<file path="config.mk">
export PLATFORM = sky130hd
export DESIGN_NAME = cam_cmd_sequencer
export DESIGN_NICKNAME = d
export VERILOG_FILES = /design/src/rtl/cam_cmd_sequencer.sv
export SDC_FILE = /design/constraint.sdc
export NUM_CORES = 1
export LEC_CHECK = 0
export CORE_MARGIN = 2
export CORE_UTILIZATION = 45
export CTS_CLUSTER_DIAMETER = 120
export CTS_CLUSTER_SIZE = 30
export DETAILED_ROUTE_END_ITERATION = 6
export GPL_TIMING_DRIVEN = 0
export PLACE_DENSITY = 0.68
export SETUP_SLACK_MARGIN = 0.15
export SLEW_MARGIN = 40
export SYNTH_ARGS = -nofsm -noshare
export SYNTH_HDL_FRONTEND = slang
export SYNTH_SLANG_ARGS = --single-unit
</file>
<file path="constraint.sdc">
create_clock -name clk -period 2.8 [get_ports clk]
set_input_delay 0.28 -clock clk [delete_from_list [all_inputs] [get_ports clk]]
set_output_delay 0.28 -clock clk [all_outputs]
set_load 0.02 [all_outputs]
</file>
<file path="src/rtl/cam_cmd_sequencer.sv">
// cam_cmd_sequencer: command front-end for a 32-entry CAM.
// Buffers write/search commands in a FIFO and issues each one to the CAM as a
// single-cycle strobe. For a search it waits CAM_LATENCY cycles, captures the
// match address/flag and returns them over a valid/ready result handshake.
//
// Ports:
//   clk, rst                      clock, synchronous active-high reset
//   cmd_valid/cmd_ready           command handshake (cmd_ready = FIFO not full)
//   cmd_write, cmd_addr, cmd_data command payload (write=1, search=0)
//   cam_write, cam_search         single-cycle strobes to the CAM
//   cam_addr, cam_data            address / data-or-key to the CAM (held)
//   cam_match_addr, cam_found     CAM search result inputs
//   res_valid/res_ready           result handshake
//   res_addr, res_found           captured search result
//   stat_writes, stat_searches,
//   stat_hits                     saturating counters, only when the macro
//                                 CAM_SEQ_STATS_EN is defined
module cam_cmd_sequencer #(
    parameter int unsigned ADDR_W      = 5,
    parameter int unsigned DATA_W      = 8,
    parameter int unsigned FIFO_DEPTH  = 4,
    parameter int unsigned CAM_LATENCY = 1
) (
    input  logic              clk,
    input  logic              rst,
    input  logic              cmd_valid,
    output logic              cmd_ready,
    input  logic              cmd_write,
    input  logic [ADDR_W-1:0] cmd_addr,
    input  logic [DATA_W-1:0] cmd_data,
    output logic              cam_write,
    output logic              cam_search,
    output logic [ADDR_W-1:0] cam_addr,
    output logic [DATA_W-1:0] cam_data,
    input  logic [ADDR_W-1:0] cam_match_addr,
    input  logic              cam_found,
    output logic              res_valid,
    input  logic              res_ready,
    output logic [ADDR_W-1:0] res_addr,
    output logic              res_found
`ifdef CAM_SEQ_STATS_EN
    ,
    output logic [7:0]        stat_writes,
    output logic [7:0]        stat_searches,
    output logic [7:0]        stat_hits
`endif
);

    localparam int unsigned PTR_W = $clog2(FIFO_DEPTH);
    localparam int unsigned CNT_W = $clog2(CAM_LATENCY + 1);

    typedef struct packed {
        logic              write;
        logic [ADDR_W-1:0] addr;
        logic [DATA_W-1:0] data;
    } cmd_t;

    typedef enum logic [1:0] {
        IDLE  = 2'd0,
        ISSUE = 2'd1,
        WAIT  = 2'd2,
        RESP  = 2'd3
    } state_t;

    // Command FIFO storage and pointers (extra MSB separates full from empty)
    cmd_t             fifo_mem [FIFO_DEPTH];
    logic [PTR_W:0]   wr_ptr;
    logic [PTR_W:0]   rd_ptr;
    logic [PTR_W:0]   wr_ptr_next;
    logic [PTR_W:0]   rd_ptr_next;
    logic             push;
    logic             pop;
    logic             empty;
    logic             full_next;
    cmd_t             head;

    state_t            state;
    state_t            state_next;
    logic [CNT_W-1:0]  cnt;
    logic [CNT_W-1:0]  cnt_next;
    logic              capture;

    logic              cmd_ready_next;
    logic              cam_write_next;
    logic              cam_search_next;
    logic [ADDR_W-1:0] cam_addr_next;
    logic [DATA_W-1:0] cam_data_next;
    logic              res_valid_next;
    logic [ADDR_W-1:0] res_addr_next;
    logic              res_found_next;

    assign push  = cmd_valid & cmd_ready;
    assign empty = (wr_ptr == rd_ptr);
    assign head  = fifo_mem[rd_ptr[PTR_W-1:0]];

    // FIFO payload write; storage needs no reset since pointers gate it
    always_ff @(posedge clk) begin
        if (push) begin
            fifo_mem[wr_ptr[PTR_W-1:0]] <= cmd_t'{write: cmd_write, addr: cmd_addr, data: cmd_data};
        end
    end

    // Next-state, strobe, result and pointer logic
    always_comb begin
        state_next      = state;
        cnt_next        = cnt;
        pop             = 1'b0;
        capture         = 1'b0;
        cam_write_next  = 1'b0;
        cam_search_next = 1'b0;
        cam_addr_next   = cam_addr;
        cam_data_next   = cam_data;
        res_valid_next  = 1'b0;
        res_addr_next   = res_addr;
        res_found_next  = res_found;

        case (state)
            IDLE: begin
                if (!empty) begin
                    pop             = 1'b1;
                    cam_write_next  = head.write;
                    cam_search_next = ~head.write;
                    cam_addr_next   = head.write ? head.addr : '0;
                    cam_data_next   = head.data;
                    state_next      = ISSUE;
                end
            end
            ISSUE: begin
                // The registered strobe tells us which command is in flight
                if (cam_search) begin
                    cnt_next   = CNT_W'(CAM_LATENCY);
                    state_next = WAIT;
                end else begin
                    state_next = IDLE;
                end
            end
            WAIT: begin
                cnt_next = cnt - CNT_W'(1);
                if (cnt == CNT_W'(1)) begin
                    capture    = 1'b1;
                    state_next = RESP;
                end
            end
            RESP: begin
                // res_valid rises one cycle after entering RESP
                if (res_valid && res_ready) begin
                    state_next = IDLE;
                end else begin
                    res_valid_next = 1'b1;
                end
            end
            default: state_next = IDLE;
        endcase

        if (capture) begin
            res_addr_next  = cam_match_addr;
            res_found_next = cam_found;
        end

        wr_ptr_next    = wr_ptr + (PTR_W + 1)'(push);
        rd_ptr_next    = rd_ptr + (PTR_W + 1)'(pop);
        full_next      = (wr_ptr_next[PTR_W] != rd_ptr_next[PTR_W]) &&
                         (wr_ptr_next[PTR_W-1:0] == rd_ptr_next[PTR_W-1:0]);
        cmd_ready_next = ~full_next;
    end

    // State, pointer and output registers
    always_ff @(posedge clk) begin
        if (rst) begin
            state      <= IDLE;
            cnt        <= '0;
            wr_ptr     <= '0;
            rd_ptr     <= '0;
            cmd_ready  <= 1'b1;
            cam_write  <= 1'b0;
            cam_search <= 1'b0;
            cam_addr   <= '0;
            cam_data   <= '0;
            res_valid  <= 1'b0;
            res_addr   <= '0;
            res_found  <= 1'b0;
        end else begin
            state      <= state_next;
            cnt        <= cnt_next;
            wr_ptr     <= wr_ptr_next;
            rd_ptr     <= rd_ptr_next;
            cmd_ready  <= cmd_ready_next;
            cam_write  <= cam_write_next;
            cam_search <= cam_search_next;
            cam_addr   <= cam_addr_next;
            cam_data   <= cam_data_next;
            res_valid  <= res_valid_next;
            res_addr   <= res_addr_next;
            res_found  <= res_found_next;
        end
    end

`ifdef CAM_SEQ_STATS_EN
    // Saturating activity counters
    always_ff @(posedge clk) begin
        if (rst) begin
            stat_writes   <= '0;
            stat_searches <= '0;
            stat_hits     <= '0;
        end else begin
            if (cam_write_next && (stat_writes != 8'hFF)) begin
                stat_writes <= stat_writes + 8'd1;
            end
            if (cam_search_next && (stat_searches != 8'hFF)) begin
                stat_searches <= stat_searches + 8'd1;
            end
            if (capture && cam_found && (stat_hits != 8'hFF)) begin
                stat_hits <= stat_hits + 8'd1;
            end
        end
    end
`endif

endmodule

</file>
# After elaboration in Yosys (flattened, before gate mapping)
# Memory sizes are Yosys's and may differ from the RTL's. A register that Yosys moved wholly into a read port is not among the register bits.
# Index checks and enable logic that the tools add are counted.
dict set report classes {
  n_addsub 3
  n_eq_ne 10
  muxes 16
  n_bitwise 6
  reduce_logical 9
}
# op n
set op_table {}
lappend op_table {{$mux W2} 5}
lappend op_table {{$mux W1} 8}
lappend op_table {{$ne A2 B2 Y1 const B} 4}
lappend op_table {{$pmux W2 S4} 1}
lappend op_table {{$add A3 B1 Y3} 2}
lappend op_table {{$mux W5} 1}
lappend op_table {{$not A1 Y1} 5}
lappend op_table {{$eq A2 B2 Y1 const B} 2}
lappend op_table {{$reduce_and A2 Y1} 2}
lappend op_table {{$eq A3 B3 Y1} 1}
lappend op_table {{$reduce_and A3 Y1} 1}
lappend op_table {{$reduce_or A3 Y1} 1}
lappend op_table {{$eq A2 B1 Y1 const B} 1}
lappend op_table {{$eq A2 B2 Y1} 1}
lappend op_table {{$logic_and A1 B1 Y1} 2}
lappend op_table {{$logic_not A2 Y1} 1}
lappend op_table {{$pmux W1 S2} 1}
lappend op_table {{$reduce_bool A2 Y1} 1}
lappend op_table {{$reduce_or A2 Y1} 1}
lappend op_table {{$and A1 B1 Y1} 1}
lappend op_table {{$ne A1 B1 Y1} 1}
lappend op_table {{$sub A1 B1 Y1 const B} 1}
dict set report word_totals {
  register_bits 32
  ram_bits 56
  inputBits 24
  out_inout_bits 23
  elab_cells 57
  memories 1
}
# name depth width rd rd_clocked_by_memory_dff write_ports line
set mem_list {}
lappend mem_list {fifo_mem 4 14 1 1 1 66} ;# cmd_t fifo_mem [FIFO_DEPTH];

# Longest topological paths before layout
dict set report logic_depth {
  depth_word 7
  depth_mapped 11
  ltp_nobuf 8
}

# Least setup slack after synthesis
# Ideal clock, no wire load.
dict set report synth_path {
  path_type {reg-to-reg}
  from {register rd_ptr[1]}
  to {register cmd_ready}
  setup_time_ps 134
  arrival_ps 2139
  t_required_ps 2666
  path_slack_ps 527
  path_stages_with_launch 11
  path_buffers 3
  period_less_slack_ps 2273
  cell_sequence {dfxtp_1 buf_2 xnor2_1 a311o_1 buf_6 clkinv_8 buf_12 ha_1 ha_1 xor2_1 or4_1}
}
dict set report synth_between {
  elab_chain_len 7
  word_cells_on_any_way 8
  cone_classes {1 x add/sub; 3 x eq/ne; 2 x mux; 1 x bitwise; 1 x reduce/logical}
}
# element line
set synth_lines {}
lappend synth_lines {{from (decl)} 68} ;# logic [PTR_W:0] rd_ptr;
lappend synth_lines {{from (signal assigned)} 186} ;# rd_ptr <= rd_ptr_next;
lappend synth_lines {{$eq A3 B3 Y1} 93} ;# assign empty = (wr_ptr == rd_ptr);
lappend synth_lines {{$mux W1} 119} ;# if (!empty) begin
lappend synth_lines {{$mux W1} 117} ;# case (state)
lappend synth_lines {{named net pop} 72} ;# logic pop;
lappend synth_lines {{$add A3 B1 Y3} 161} ;# rd_ptr_next = rd_ptr + (PTR_W + 1)'(pop);
lappend synth_lines {{named net rd_ptr_next[1]} 70} ;# logic [PTR_W:0] rd_ptr_next;
lappend synth_lines {{$eq A2 B2 Y1} 163} ;# (wr_ptr_next[PTR_W-1:0] == rd_ptr_next[PTR_W-1:0]);
lappend synth_lines {{$logic_and A1 B1 Y1} 162} ;# full_next = (wr_ptr_next[PTR_W] != rd_ptr_next[PTR_W]) &&
lappend synth_lines {{$not A1 Y1} 164} ;# cmd_ready_next = ~full_next;
lappend synth_lines {{to (signal assigned)} 187} ;# cmd_ready <= cmd_ready_next;
lappend synth_lines {{to (decl)} 27} ;# output logic cmd_ready,
# The timed path passes the listed nets, and every way through them passes these cells.
# A chain may end at the register's enable or synchronous reset.

# Final worst setup path
# Ends and elaborated chain as after synthesis.

==> results.md <==
* Clk_skew at 5.60 ps
* Crit Path Max Fanout at 10
* Initial antenna violation count at 0
* Starting Density at 0.461
* Placer Congestion at 0.737
* Avg Inst Size Synth at 15.6 µm²
* DR vias at 1888
* Crit path max-delay cell type: or4_1
* Crit. End Element: register
* Critical Path, Cell by Cell: buf_2 -> xnor2_1 -> a311o_1 -> buf_6 -> clkinv_8 -> buf_12 -> ha_1 -> ha_1 -> xor2_1 -> or4_1
* Chip width at 89.8 µm
* Critical Path Start: rd_ptr[1]
* Max Slew Vio Count at 0
* Layout cell share with drive strength beyond 1 at 0.161
* Clk sinks at 88
* CP peak stage delay at 500 ps
* Syn nets at 240
* Reg2reg end: cmd_ready
* Site row count at 31
* Routed Antenna Nets at 0
* Non-Filler Instances at 379
* Final hold violation count at 0
* Antenna cells at 0
* Vias in the first global route at 1924
* DP Cell Count at 363
* Core Footprint at 7180 µm²
* Die Y at 89.8 µm
* CTS Buf Count at 9
* Required @ worst endpoint at 3020 ps
* CTS tree: yes
* Tmin final at 2480 ps
* Worst Hold Class: reg -> reg
* Commonest non-fill, non-tap cells in the layout: edfxtp_1, clkdlybuf4s50_1, dfxtp_1
* Remaining DRCs at 0
* Fmax at 0.403 GHz
* Synthesis-stage register bit count at 88
* Total wire length at 6030 µm
* Drt first pass iters at 4
* PD cells at 819 nW/µm²
* # Post-CTS Setup Buffers at 0
* Setup crit end: cmd_ready
* Post-cts resize count at 0
* Post-Syn Area at 3310 µm²
* Clock-pin slew on the worst setup and hold paths at 80 ps
* Overall power at 3.37 mW
* Synth warn at 0
* Peak VDD IR at 0.000509 V
* Endpoints failing setup at 0
* Io pins at 47
* Dpl hpwl at 4210 µm
* Most used cell, CP: ha_1
* Global route overflow at 0
* Kind of critical path: reg -> reg
* Distinct cells, synth at 31
* Max Cap Viol at 0
* Most common cell after layout, fill and taps aside: edfxtp_1
* Reg2reg setup slack at 320 ps
* Worst r2r src: rd_ptr[1]
* Largest net degree at the start of global routing at 15
* CTS Hold Buffers Added at 0
* RSZ-0062 raised after global routing: no
* Slew @ Worst Pin at 757 ps
* Hold Path Cell Cnt at 2
* Max-slew headroom at 0.495
* Total GRT Usage at 0.159
* Nets at 303
* Routed wire per std cell at 15.9 µm
* IO buf count at 46
* Leakage power at 1.37 nW
* Status: complete, no violations
* Clk_lat worst skew at 350 ps
* Startpoint Class: register
* Vias per inst at 4.98
* First-pass GRT wire length at 9750 µm
* Full die area at 8060 µm²
* Register area share after synthesis at 0.702
* P&R area growth vs syn at 24.2%
* CTS root buf: clkbuf_8
* Fin crit share at 0.887
* DRT iter0 DRCs at 60
* Critical Path AT at 2700 ps
* Cell count after synthesis at 212
* Number of cells on the worst reg-to-reg path at 10
* Max Buffers Root-to-Sink at 2
* H-tree levels at 3
per-layer routing:
layer	global-route usage	routed length (µm)	vias up
li1	-	-	917
met1	0.204	2710	913
met2	0.258	2960	53
met3	0.0436	303	5
met4	0.0654	55	0
met5	0	0	-
worst max-delay path: cells and delay by family (launching register included):
kind,cells,cell delay (ps)
XOR/XNOR,2,280
AND/OR/NAND/NOR,1,500
buffers and inverters,4,590
adder cells (fa/ha/maj),2,470
flip-flops,1,330
AO/OA/AOI/OAI,1,190
cell usage after synthesis:
cell type | n | share of area
a211oi_1 | 1 | 0.0023
a21oi_1 | 20 | 0.030
a21oi_2 | 2 | 0.0053
a311o_1 | 1 | 0.0030
and3_1 | 1 | 0.0019
buf_1 | 2 | 0.0023
buf_12 | 1 | 0.0060
buf_2 | 2 | 0.0030
buf_4 | 1 | 0.0023
buf_6 | 3 | 0.010
clkbuf_1 | 3 | 0.0034
clkinv_8 | 1 | 0.0049
dfxtp_1 | 32 | 0.19
edfxtp_1 | 56 | 0.51
ha_1 | 4 | 0.015
inv_1 | 1 | 0.0011
mux4_1 | 3 | 0.024
mux4_2 | 11 | 0.075
nand2_1 | 31 | 0.035
nand3_1 | 11 | 0.017
nand3_2 | 1 | 0.0030
nand3b_1 | 1 | 0.0023
nor2_1 | 2 | 0.0023
nor2b_1 | 5 | 0.0095
nor3_1 | 2 | 0.0030
nor3b_1 | 2 | 0.0045
nor3b_2 | 1 | 0.0038
o211ai_1 | 1 | 0.0023
or4_1 | 1 | 0.0023
xnor2_1 | 7 | 0.019
xor2_1 | 2 | 0.0053
power breakdown:
part	leakage, nW	switching (mW)	internal [mW]
logic	0.516	0.532	0.511
clock network	0.0841	0.409	0.321
registers	0.775	0.0722	1.52
total	1.37	1.01	2.35
logic make-up (layout without fill, tap and decap cells):
family                   Yosys count  in the layout  synth area share
XOR/XNOR                           9              9            0.0238
adder cells (fa/ha/maj)            4              4            0.0151
AO/OA/AOI/OAI                     25             25            0.0431
AND/OR/NAND/NOR                   58             58            0.0843
buffers and inverters             14             82            0.0333
multiplexers                      14             14            0.0987
flip-flops                        88             88             0.702
flip-flops by register name (all words and copies together) (netlist names), 3 cells and up, named ones only:
register  cells
fifo_mem     56
res_addr      5
cam_data      8
cam_addr      5
wr_ptr        3
rd_ptr        3
through the flow:
stage | hold slack, ps | cell area (µm²) | utilization | TNS [ps] | setup WS [ps]
after floorplan | 352 | 3310 | - | 0 | 527
after global placement | 442 | 3890 | 0.543 | -13910 | -344
after detailed placement | 449 | 3950 | 0.551 | 0 | 322
after CTS | 460 | 4110 | 0.573 | 0 | 296
after global routing | 477 | 4110 | 0.573 | 0 | 210
final | 459 | 4110 | 0.573 | 0 | 316
final cells by class:
type                       instances  area [µm²]
fill                             578        3070
buffer                            12        90.1
clock buffer                      12         135
clock inverter                     4        23.8
timing repair buffer              52         503
tap                               99         124
sequential                        88        2320
inverter                           2        20.0
multi-input combinational        110         892
worst min-delay path by stage:
stage                     start          end
finish              res_addr[3]  res_addr[3]
global route        cam_data[3]  cam_data[3]
CTS                 res_addr[3]  res_addr[3]
detailed placement  res_addr[3]  res_addr[3]
global placement    cam_data[0]  cam_data[0]
floorplan                   rst    rd_ptr[0]
(Power assumes the default switching activity.)
